### src/rtl/pipe_ctrl.sv
// pipe_ctrl -- pipeline sequencer for the 5-stage core.
//
// Merges the per-stage stall requests into one stall vector and turns a
// MEM-stage exception into a flush with the redirect PC. It also runs the
// EX multi-cycle (divide) busy counter and keeps a saturating count of
// stalled cycles.
//
// Ports:
//   clk, rst        clock (posedge), asynchronous active-high reset
//   stallreq_if/id/ex/mem  stall requests from each stage
//   ex_mc_start     EX issues a multi-cycle op this cycle
//   exc_type        MEM-stage exception type, 0 = none
//   cp0_epc         current EPC (ERET target)
//   stall[5:0]      hold: [0]PC [1]IF [2]ID [3]EX [4]MEM [5]WB
//   flush           clear all pipeline registers this cycle
//   new_pc          redirect PC when flush=1, else 0
//   mc_done         1-cycle pulse: multi-cycle result valid in EX
//   mc_busy         1 while the multi-cycle op is in flight
//   stall_cycles    saturating count of cycles with stall != 0
module pipe_ctrl #(
  parameter int unsigned MC_LAT     = 32,
  parameter logic [31:0] EXC_VECTOR = 32'h0000_0020,
  parameter logic [31:0] ERET_CODE  = 32'h0000_000e,
  parameter int unsigned PERF_W     = 32
) (
  input  logic              clk,
  input  logic              rst,
  input  logic              stallreq_if,
  input  logic              stallreq_id,
  input  logic              stallreq_ex,
  input  logic              stallreq_mem,
  input  logic              ex_mc_start,
  input  logic [31:0]       exc_type,
  input  logic [31:0]       cp0_epc,
  output logic [5:0]        stall,
  output logic              flush,
  output logic [31:0]       new_pc,
  output logic              mc_done,
  output logic              mc_busy,
  output logic [PERF_W-1:0] stall_cycles
);

  localparam int unsigned CNT_W = $clog2(MC_LAT + 1);

  typedef enum logic {RUN = 1'b0, MC_BUSY = 1'b1} state_t;

  state_t              state_q, state_d;
  logic [CNT_W-1:0]    cnt_q, cnt_d;
  logic [PERF_W-1:0]   perf_q, perf_d;

  logic                exc;
  logic                ex_busy;
  logic [5:0]          stall_c;
  logic                flush_c;
  logic [31:0]         new_pc_c;
  logic                mc_done_c;
  logic                mc_busy_c;

  always_comb begin
    state_d   = state_q;
    cnt_d     = cnt_q;
    perf_d    = perf_q;
    stall_c   = 6'b000000;
    flush_c   = 1'b0;
    new_pc_c  = 32'h0;
    mc_done_c = 1'b0;
    mc_busy_c = (state_q == MC_BUSY);

    exc = (exc_type != 32'h0);
    // EX holds on the issue cycle itself and for every counted busy cycle;
    // the cnt==0 cycle is the result cycle and releases EX.
    ex_busy = ((state_q == RUN) && ex_mc_start) ||
              ((state_q == MC_BUSY) && (cnt_q != '0));

    if (exc) begin
      flush_c  = 1'b1;
      new_pc_c = (exc_type == ERET_CODE) ? cp0_epc : EXC_VECTOR;
    end else if (stallreq_mem) begin
      stall_c = 6'b011111;
    end else if (stallreq_ex || ex_busy) begin
      stall_c = 6'b001111;
    end else if (stallreq_id) begin
      stall_c = 6'b000111;
    end else if (stallreq_if) begin
      stall_c = 6'b000011;
    end

    case (state_q)
      RUN: begin
        // A start blocked by a bus wait or exception is dropped, not queued.
        if (ex_mc_start && !exc && !stallreq_mem) begin
          cnt_d   = CNT_W'(MC_LAT - 1);
          state_d = MC_BUSY;
        end
      end
      MC_BUSY: begin
        if (exc) begin
          // Exception kills the in-flight op: no result pulse.
          cnt_d   = '0;
          state_d = RUN;
        end else if (cnt_q != '0) begin
          // Keeps counting under a MEM bus wait; the divider is free-running.
          cnt_d = cnt_q - 1'b1;
        end else begin
          mc_done_c = 1'b1;
          state_d   = RUN;
        end
      end
      default: begin
        state_d = RUN;
        cnt_d   = '0;
      end
    endcase

    // stall_c is zero on flush cycles, so those are never counted.
    if ((stall_c != 6'b000000) && (perf_q != '1)) begin
      perf_d = perf_q + 1'b1;
    end
  end

  always_ff @(posedge clk or posedge rst) begin
    if (rst) begin
      state_q <= RUN;
      cnt_q   <= '0;
      perf_q  <= '0;
    end else begin
      state_q <= state_d;
      cnt_q   <= cnt_d;
      perf_q  <= perf_d;
    end
  end

  // Combinational outputs are forced low for the whole time reset is held.
  assign stall        = rst ? 6'b000000 : stall_c;
  assign flush        = rst ? 1'b0 : flush_c;
  assign new_pc       = rst ? 32'h0 : new_pc_c;
  assign mc_done      = rst ? 1'b0 : mc_done_c;
  assign mc_busy      = rst ? 1'b0 : mc_busy_c;
  assign stall_cycles = perf_q;

endmodule

### config.mk
export PLATFORM = sky130hd
export DESIGN_NAME = pipe_ctrl
export DESIGN_NICKNAME = d
export VERILOG_FILES = /design/src/rtl/pipe_ctrl.sv
export SDC_FILE = /design/constraint.sdc
export NUM_CORES = 1
export LEC_CHECK = 0
export BUFFER_PORTS_ARGS = -buffer_cell sky130_fd_sc_hd__buf_2
export CORE_ASPECT_RATIO = 1.4
export CORE_UTILIZATION = 33
export DETAILED_ROUTE_END_ITERATION = 7
export MAX_ROUTING_LAYER = met4
export SYNTH_ARGS = -nofsm -noshare
export SYNTH_HDL_FRONTEND = slang
export SYNTH_SLANG_ARGS = --single-unit
### constraint.sdc
create_clock -name clk -period 5.2 [get_ports clk]
set_input_delay 0.26 -clock clk [delete_from_list [all_inputs] [get_ports clk]]
set_output_delay 0.26 -clock clk [all_outputs]
set_load 0.02 [all_outputs]
## Yosys cells after proc, flatten, opt, wreduce, memory -nomap -nowiden

Cells that the tools add are included.

- Add/sub/neg operators: 2
- Multipliers: 0
- Div/mod/pow operators: 0
- Magnitude comparators: 0
- Equal/unequal tests: 4
- Shift-type cells: 0
- Mux-type cells: 24
- Bitwise gates (word level): 1
- Reductions and logical operators: 13

Operators by type and width:

| kind | count |
|---|---|
| two-way mux 32 bit | 3 |
| adder 32 x 1 -> 32 bit (second input constant) | 1 |
| == test 32 x 4 -> 1 bit (second input constant) | 1 |
| inequality test 32 bit (second input constant) | 1 |
| nonzero test 32 bit | 1 |
| two-way mux 6 bit | 5 |
| case mux 6 bit (2 select lines) | 1 |
| nonzero test 6 bit | 2 |
| two-way mux 1 bit | 10 |
| subtractor 6 x 1 -> 6 bit (second input constant) | 1 |
| logical AND 1 bit | 5 |
| two-way mux 5 bit | 1 |
| two-way mux 4 bit | 1 |
| two-way mux 3 bit | 1 |
| inequality test 3 x 1 -> 1 bit (second input constant) | 1 |
| logical NOT 1 bit | 2 |
| logical OR 1 bit | 2 |
| two-way mux 2 bit | 1 |
| inequality test 2 x 1 -> 1 bit (second input constant) | 1 |
| case mux 1 bit (2 select lines) | 1 |
| AND reduction 2 bit | 1 |
| inverter 1 bit | 1 |

- Bits in registers: 39
- Bits in latches: 0
- Bits in writable memories: 0
- Memory bits (read-only): 0
- Input port bits: 71
- Output and inout port bits: 73
- Word-level logic and storage cells: 47
- Memories: 0

## Depth between registers and ports, before layout

Gate-level depths: netlist of the first run.

- Word-level depth: 9
- Mapped depth: 9
- Depth with buffers taken out: 8

## Least setup slack after synthesis of the first run

No wires, ideal clock.

- Path kind: input-to-output
- Start point: input port exc_type[0]
- End point: output port stall[1]
- Arrival: 2.160 ns
- Required time: 4.940 ns
- Path slack: 2.780 ns
- Stages on the path: 6
- Path buffers: 2
- Cells stage by stage: nor4_1 > nand4_1 > or3_1 > clkbuf_1 > nor3_1 > buf_4

- Longest elaborated chain between the ends: 3

RTL lines:

| item | line | source |
|---|---|---|
| start: declaration | 33 | `input logic [31:0] exc_type,` |
| nonzero test 32 bit | 69 | `exc = (exc_type != 32'h0);` |
| two-way mux 6 bit | 75 | `if (exc) begin` |
| two-way mux 6 bit | 134 | `assign stall = rst ? 6'b000000 : stall_c;` |
| end: declaration | 35 | `output logic [5:0] stall,` |

Every way passes these cells.

## Final worst setup path of the first run

- Start point: register cnt_q[0]
- End point: output port stall[2]

- Longest elaborated chain between the ends: 8

RTL lines:

| item | line | source |
|---|---|---|
| start: declaration | 48 | `logic [CNT_W-1:0] cnt_q, cnt_d;` |
| start signal: assignment | 128 | `cnt_q <= cnt_d;` |
| nonzero test 6 bit | 73 | `((state_q == MC_BUSY) && (cnt_q != '0));` |
| logical AND 1 bit | 73 |  |
| logical OR 1 bit | 72 | `ex_busy = ((state_q == RUN) && ex_mc_start) \|\|` |
| logical OR 1 bit | 80 | `end else if (stallreq_ex \|\| ex_busy) begin` |
| two-way mux 4 bit | 80 |  |
| two-way mux 5 bit | 78 | `end else if (stallreq_mem) begin` |
| two-way mux 6 bit | 75 |  |
| two-way mux 6 bit | 134 |  |

Every way passes these cells.

==> results of run 1 <==
[synthesized netlist by cell type (2+ instances only)]
master | instances | area [sq um]
nor4_1 | 12 | 75.1
buf_4 | 2 | 15.0
xor2_1 | 25 | 219
nor3_2 | 2 | 20.0
or3_1 | 5 | 31.3
dfrtp_1 | 39 | 976
and4_1 | 3 | 26.3
ha_1 | 3 | 37.5
inv_1 | 9 | 33.8
xnor2_1 | 7 | 61.3
nand3_1 | 16 | 80.1
nor4_2 | 2 | 25.0
nor2_1 | 19 | 71.3
and3_1 | 3 | 18.8
o22ai_1 | 4 | 25.0
nand4_1 | 7 | 43.8
and2_1 | 33 | 206
a211oi_1 | 2 | 15.0
a21oi_1 | 13 | 65.1
o31ai_1 | 2 | 15.0
clkbuf_1 | 7 | 26.3
nor3_1 | 13 | 65.1
nand2_1 | 16 | 60.1
[worst min-delay path by stage]
stage	to	start
6_report	stall_cycles[11]	rst
4_1_cts	stall_cycles[11]	rst
3_5_place_dp	stall_cycles[17]	stall_cycles[17]
5_1_grt	stall_cycles[11]	rst
2_1_floorplan	mc_busy_c	stallreq_mem
3_3_place_gp	stall_cycles[5]	stall_cycles[5]
[layer usage]
layer,track usage,routed length [um],up-vias
li1,-,-,1207
met1,0.247,2920,1120
met4,0.0485,110,0
met2,0.291,3290,79
met5,-,0,-
met3,0.0340,358,9
[power by group]
group | leakage (nW) | switching [W] | internal, W
Combinational | 1.28 | 0.0000203 | 0.0000216
Clock | 0.0587 | 0.000116 | 0.000145
Sequential | 0.535 | 0.00000000000106 | 0.000303
[layout make-up]
class	instances	area, sq um	share of cell area
Tap cell	95	119	0.0355
Timing Repair Buffer	144	726	0.217
Multi-Input combinational cell	207	1380	0.412
Inverter	9	33.8	0.0101
Sequential cell	39	976	0.291
Clock inverter	3	47.5	0.0142
Clock buffer	5	68.8	0.0205
[kinds of logic after synthesis]
group,after synthesis,synth area share
buffers and inverters,19,0.0354
and+or+nand+nor,143,0.345
other,1,0.00154
AOI/OAI and AO/OA,27,0.0822
xor gates and xnor gates,32,0.115
DFF,39,0.401
adders and majority gates,3,0.0154
muxes,1,0.00462
[per-stage QoR]
step                      setup WS [ns]  utilization  cells  instance area, sq um  total power (W)
after CTS                          2.57        0.474    502                  3350         0.000614
final                              2.58        0.474    502                  3350         0.000606
after detailed placement           2.50        0.457    494                  3230         0.000351
after global placement             2.59        0.457    494                  3230         0.000351
after global routing               2.33        0.474    502                  3350         0.000635
after floorplan                    2.78            -    265                  2440         0.000321
[flip-flops by register name, indices dropped and copies added, names as in the netlist]
register / flops
stall_cycles: 32
cnt_q: 6
mc_busy_c: 1
[critical path, stage by stage, from the launching register on]
cell and delay [ns]:
dfrtp_1 0.43, inv_1 0.10, ha_1 0.15, nand2b_1 0.08, nor4_1 0.54, nand2_1 0.15, o21a_1 0.13, nor3_1 0.18
a211oi_1 0.11, buf_2 0.18
==> flow_summary_export.csv, run 1 <==
group,metric,value,unit
worst_setup_path,r2r_start,"cnt_q[0]",
clock_network,cts-root-buf,"clkbuf_8",
clock_network,cts_tree,"done",
worst_setup_path,worstPathArrival,2.36,ns
logic_synthesis,synth-edff-count,0,
detailed_routing,dr.pass1.iters,4,
detailed_routing,post-route-drc-count,0,
logic_synthesis,synth.distinct_cells,44,
clock_network,hold_buffers,0,
floorplanning,die_area,7730,sq um
logic_synthesis,postSynthCellCount,265,
detailed_routing,vias,2415,
clock_network,clock_path_buffers,2,
final_layout,final_cell_mix,"buf_2 (142), dfrtp_1 (39), and2_1 (33), xor2_1 (25), nor2_1 (19)",
logic_synthesis,synthFlopType,"dfrtp_1",
worst_setup_path,cp-startpoint,"cnt_q[0]",
worst_setup_path,required,4.94,ns
floorplanning,fp-row-count,36,
final_layout,nets,480,
timing,fin_crit_sh,0.503,
timing,maxSlewHeadroom,0.461,
timing,fmax,382,MHz
worst_setup_path,cp-endpoint,"stall[2]",
worst_setup_path,cp_max_fo,5,
global_route,antenna_found_initial,0,
timing,grt_setup_unrepaired,"false",
worst_setup_path,reg2reg_to,"stall_cycles[1]",
clock_network,cts.sinks,39,
status,outcome,"finished clean",
timing,fin_crit,2.62,ns
clock_network,clk_pin_slew_worst_paths,0.09,ns
timing,finalHoldWorstSlack,0.164,ns
detailed_routing,wl_per_cell,13.3,um
clock_network,clk_latency,0.30,ns
place,dp_hpwl,5230,um
logic_synthesis,seq_area_frac_synth,0.401,
run,drv_cap,0,
timing,maxSlewViolCount,0,
floorplanning,initial_core_util,0.344,
detailed_routing,first_iter_violations,87,
detailed_routing,via_per_inst,4.81,
detailed_routing,ant_nets,0,
worst_setup_path,start_kind,"flop",
place,io_buffers,142,
timing,skew,0.00862,ns
logic_synthesis,ys_seq_elements,39,
pwr,p_leak,1.88,nW
final_layout,drive_above_1_share,0.410,
logic_synthesis,syn_avg_cell_area,9.19,sq um
logic_synthesis,async_flop_share,1.00,
worst_setup_path,crit_type,"reg2out",
worst_setup_path,r2r_slack,2.82,ns
place,gp_congestion,0.847,
clock_network,cts_resized,0,
floorplanning,io_pins,144,
final_layout,diodes,0,
final_layout,final_common_cell,"buf_2",
pwr,vdd_drop_max,0.162,mV
logic_synthesis,synth.cell_area,2440,sq um
floorplanning,core,7070,sq um
global_route,grt_pass1_vias,2319,
floorplanning,die_w,74.6,um
clock_network,postCtsSetupBuffers,0,
detailed_routing,routed_wirelength,6680,um
floorplanning,die_h,104,um
global_route,overflow,0,
logic_synthesis,synthesis.nets,339,
clock_network,cts_inserted_buffers,5,
global_route,grt_max_degree,41,
worst_setup_path,worstSetupEndpointType,"output pin",
clock_network,ctsHtreeMaxLevel,2,
timing,tns,0,ns
final_layout,syn_to_final_growth,37.5,%
pwr,p_per_area,181,nW/um^2
final_layout,fill_cells,719,
timing,tightestPinTransition,0.800,ns
timing,finalSetupViolCount,0,
logic_synthesis,yosys_warnings,0,
worst_setup_path,r2r_cells,7,
hold_path,min_path_type,"in2async",
global_route,grt_use_total,0.187,
timing,final_hold_viol_count,0,
global_route,grt_pass1_wl,11100,um
Note: power is estimated with default switching activity, not from simulation.
==> run 2, diff against run 1 <==
- clock period: 5.2 -> 2.7 ns (I/O delays scaled with it)
==> flow_summary_export.csv, run 2 (synthesis gave the netlist of run 1 again) <==
group,metric,value,unit
final_layout,final_cell_mix,"buf_2 (142), dfrtp_1 (39), and2_1 (33), xor2_1 (25), nor2_1 (19)",
timing,tns,0,ns
floorplanning,die_area,7730,sq um
pwr,p_int,0.000806,W
final_layout,diodes,0,
clock_network,cts_tree,"done",
timing,fmax,424,MHz
floorplanning,initial_core_util,0.344,
clock_network,ctsHtreeMaxLevel,2,
worst_setup_path,start_kind,"flop",
worst_setup_path,crit_buf_inv,0,
worst_setup_path,path_cells,"and4_4, nand2_4, or3_4, o311ai_4, mux2_1",
pwr,p_sw,0.000243,W
worst_setup_path,critPathMaxStageDelay,0.65,ns
floorplanning,core,7070,sq um
place,gp_congestion,0.859,
final_layout,final_common_cell,"buf_2",
clock_network,clock_path_buffers,2,
timing,fin_crit_sh,0.873,
worst_setup_path,r2r_slack,0.34,ns
final_layout,fill_cells,700,
clock_network,cts.sinks,39,
detailed_routing,vias,2440,
detailed_routing,post-route-drc-count,0,
detailed_routing,first_iter_violations,171,
global_route,grt_pass1_vias,2263,
final_layout,largest_register_ffs,32,
status,outcome,"finished clean",
worst_setup_path,cp_max_fo,13,
timing,final_hold_viol_count,0,
floorplanning,io_pins,144,
hold_path,min_path_type,"in2async",
timing,skew,0.00980,ns
worst_setup_path,crit_family,"simple AND/OR/NAND/NOR gates",
worst_setup_path,critPathSlowestCell,"o311ai_4",
detailed_routing,via_per_inst,4.82,
run,drv_cap,0,
timing,maxSlewViolCount,0,
worst_setup_path,reg2reg_to,"stall_cycles[1]",
final_layout,syn_to_final_growth,37.5,%
detailed_routing,dr.pass1.iters,4,
detailed_routing,routed_wirelength,7000,um
worst_setup_path,worstSetupEndpointType,"flop",
final_layout,utilization,0.474,
timing,maxSlewHeadroom,0.538,
pwr,vdd_drop_max,0.186,mV
clock_network,clk_pin_slew_worst_paths,0.08,ns
worst_setup_path,worstPathArrival,2.54,ns
clock_network,postCtsSetupBuffers,0,
timing,finalSetupViolCount,0,
worst_setup_path,required,2.88,ns
clock_network,cts_inserted_buffers,5,
detailed_routing,ant_nets,0,
pwr,p_clk_frac,0.367,
worst_setup_path,r2r_start,"stall_cycles[6]",
final_layout,design_area,3350,sq um
floorplanning,fp-row-count,36,
pwr,p_seq_frac,0.556,
timing,fin_crit,2.36,ns
clock_network,cts_resized,0,
global_route,overflow,0,
place,placed_area,3260,sq um
floorplanning,die_h,104,um
clock_network,clk_latency,0.29,ns
pwr,p_per_area,313,nW/um^2
timing,grt_setup_unrepaired,"false",
global_route,grt_pass1_wl,11100,um
pwr,p_leak,1.88,nW
worst_setup_path,r2r_cells,5,
final_layout,nets,484,
global_route,grt_max_degree,40,
floorplanning,die_w,74.6,um
pwr,combPwrFrac,0.077,
clock_network,cts-root-buf,"clkbuf_8",
worst_setup_path,crit_type,"reg2reg",
final_layout,drive_above_1_share,0.414,
timing,tightestPinTransition,0.691,ns
global_route,antenna_found_initial,0,
detailed_routing,wl_per_cell,13.8,um
pwr,p_sw_frac,0.232,
clock_network,hold_buffers,0,
place,io_buffers,142,
global_route,grt_use_total,0.189,
place,dp_hpwl,5440,um
run 2: changes by cell type in the layout (fill, tap and decap cells not counted):
cell / delta
clkinv_4: -1
clkinv_2: +1
clkinvlp_4: +1
clkbuf_1: +1
inv_6: -1
buf_4: +4
bufinv_16: -1
run 2: power groups by stage:
stage          Clock [W]  Combinational (W)  Sequential [W]
4_1_cts         0.000401          0.0000815        0.000583
3_5_place_dp           0          0.0000813        0.000595
5_1_grt         0.000428          0.0000897        0.000584
6_report        0.000385          0.0000805        0.000584
2_1_floorplan          0          0.0000240        0.000595
3_3_place_gp           0          0.0000802        0.000595
run 2: stage by stage:
stage               setup slack [ns]  total power, W  hold slack [ns]  cells
finish                         0.343         0.00105           0.0817    506
global route                   0.178         0.00110            0.142    506
CTS                            0.349         0.00107           0.0891    506
detailed placement             0.363        0.000676            0.412    498
global placement               0.409        0.000675            0.399    498
floorplan                      0.469        0.000619            0.377    265
run 2: cell type report:
cell class / instances / area (sq um) / share of cell area
clock buffers: 6 / 72.6 / 0.0217
well taps: 95 / 119 / 0.0355
repair buffers: 148 / 756 / 0.226
flip-flops and latches: 39 / 976 / 0.291
clock inverters: 2 / 12.5 / 0.00374
inverters: 9 / 33.8 / 0.0101
multi-input cells: 207 / 1380 / 0.412
run 2: tightest hold or removal path: stages:
cell	delay [ns]
buf_2	0.16
inv_1	0.08
buf_4	0.44
run 2: routing by layer:
layer  vias up  part of all wire  wire (um)  GRT usage
met4         0             0.014         97     0.0593
li1       1218                 -          -          -
met1      1123              0.44       3060      0.250
met2        93              0.49       3420      0.291
met5         -                 0          0          -
met3         6             0.059        415     0.0302
run 2: how the worst max path moves through the flow:
stage	cells past startpoint	end	slack, ns	start
after CTS	5	stall_cycles[1]	0.35	stall_cycles[6]
after floorplan	6	stall_cycles[1]	0.47	stall_cycles[6]
after global placement	5	stall_cycles[1]	0.41	stall_cycles[7]
after global routing	9	stall_cycles[22]	0.18	cnt_q[0]
final	5	stall_cycles[1]	0.34	stall_cycles[6]
after detailed placement	5	stall_cycles[1]	0.36	stall_cycles[6]
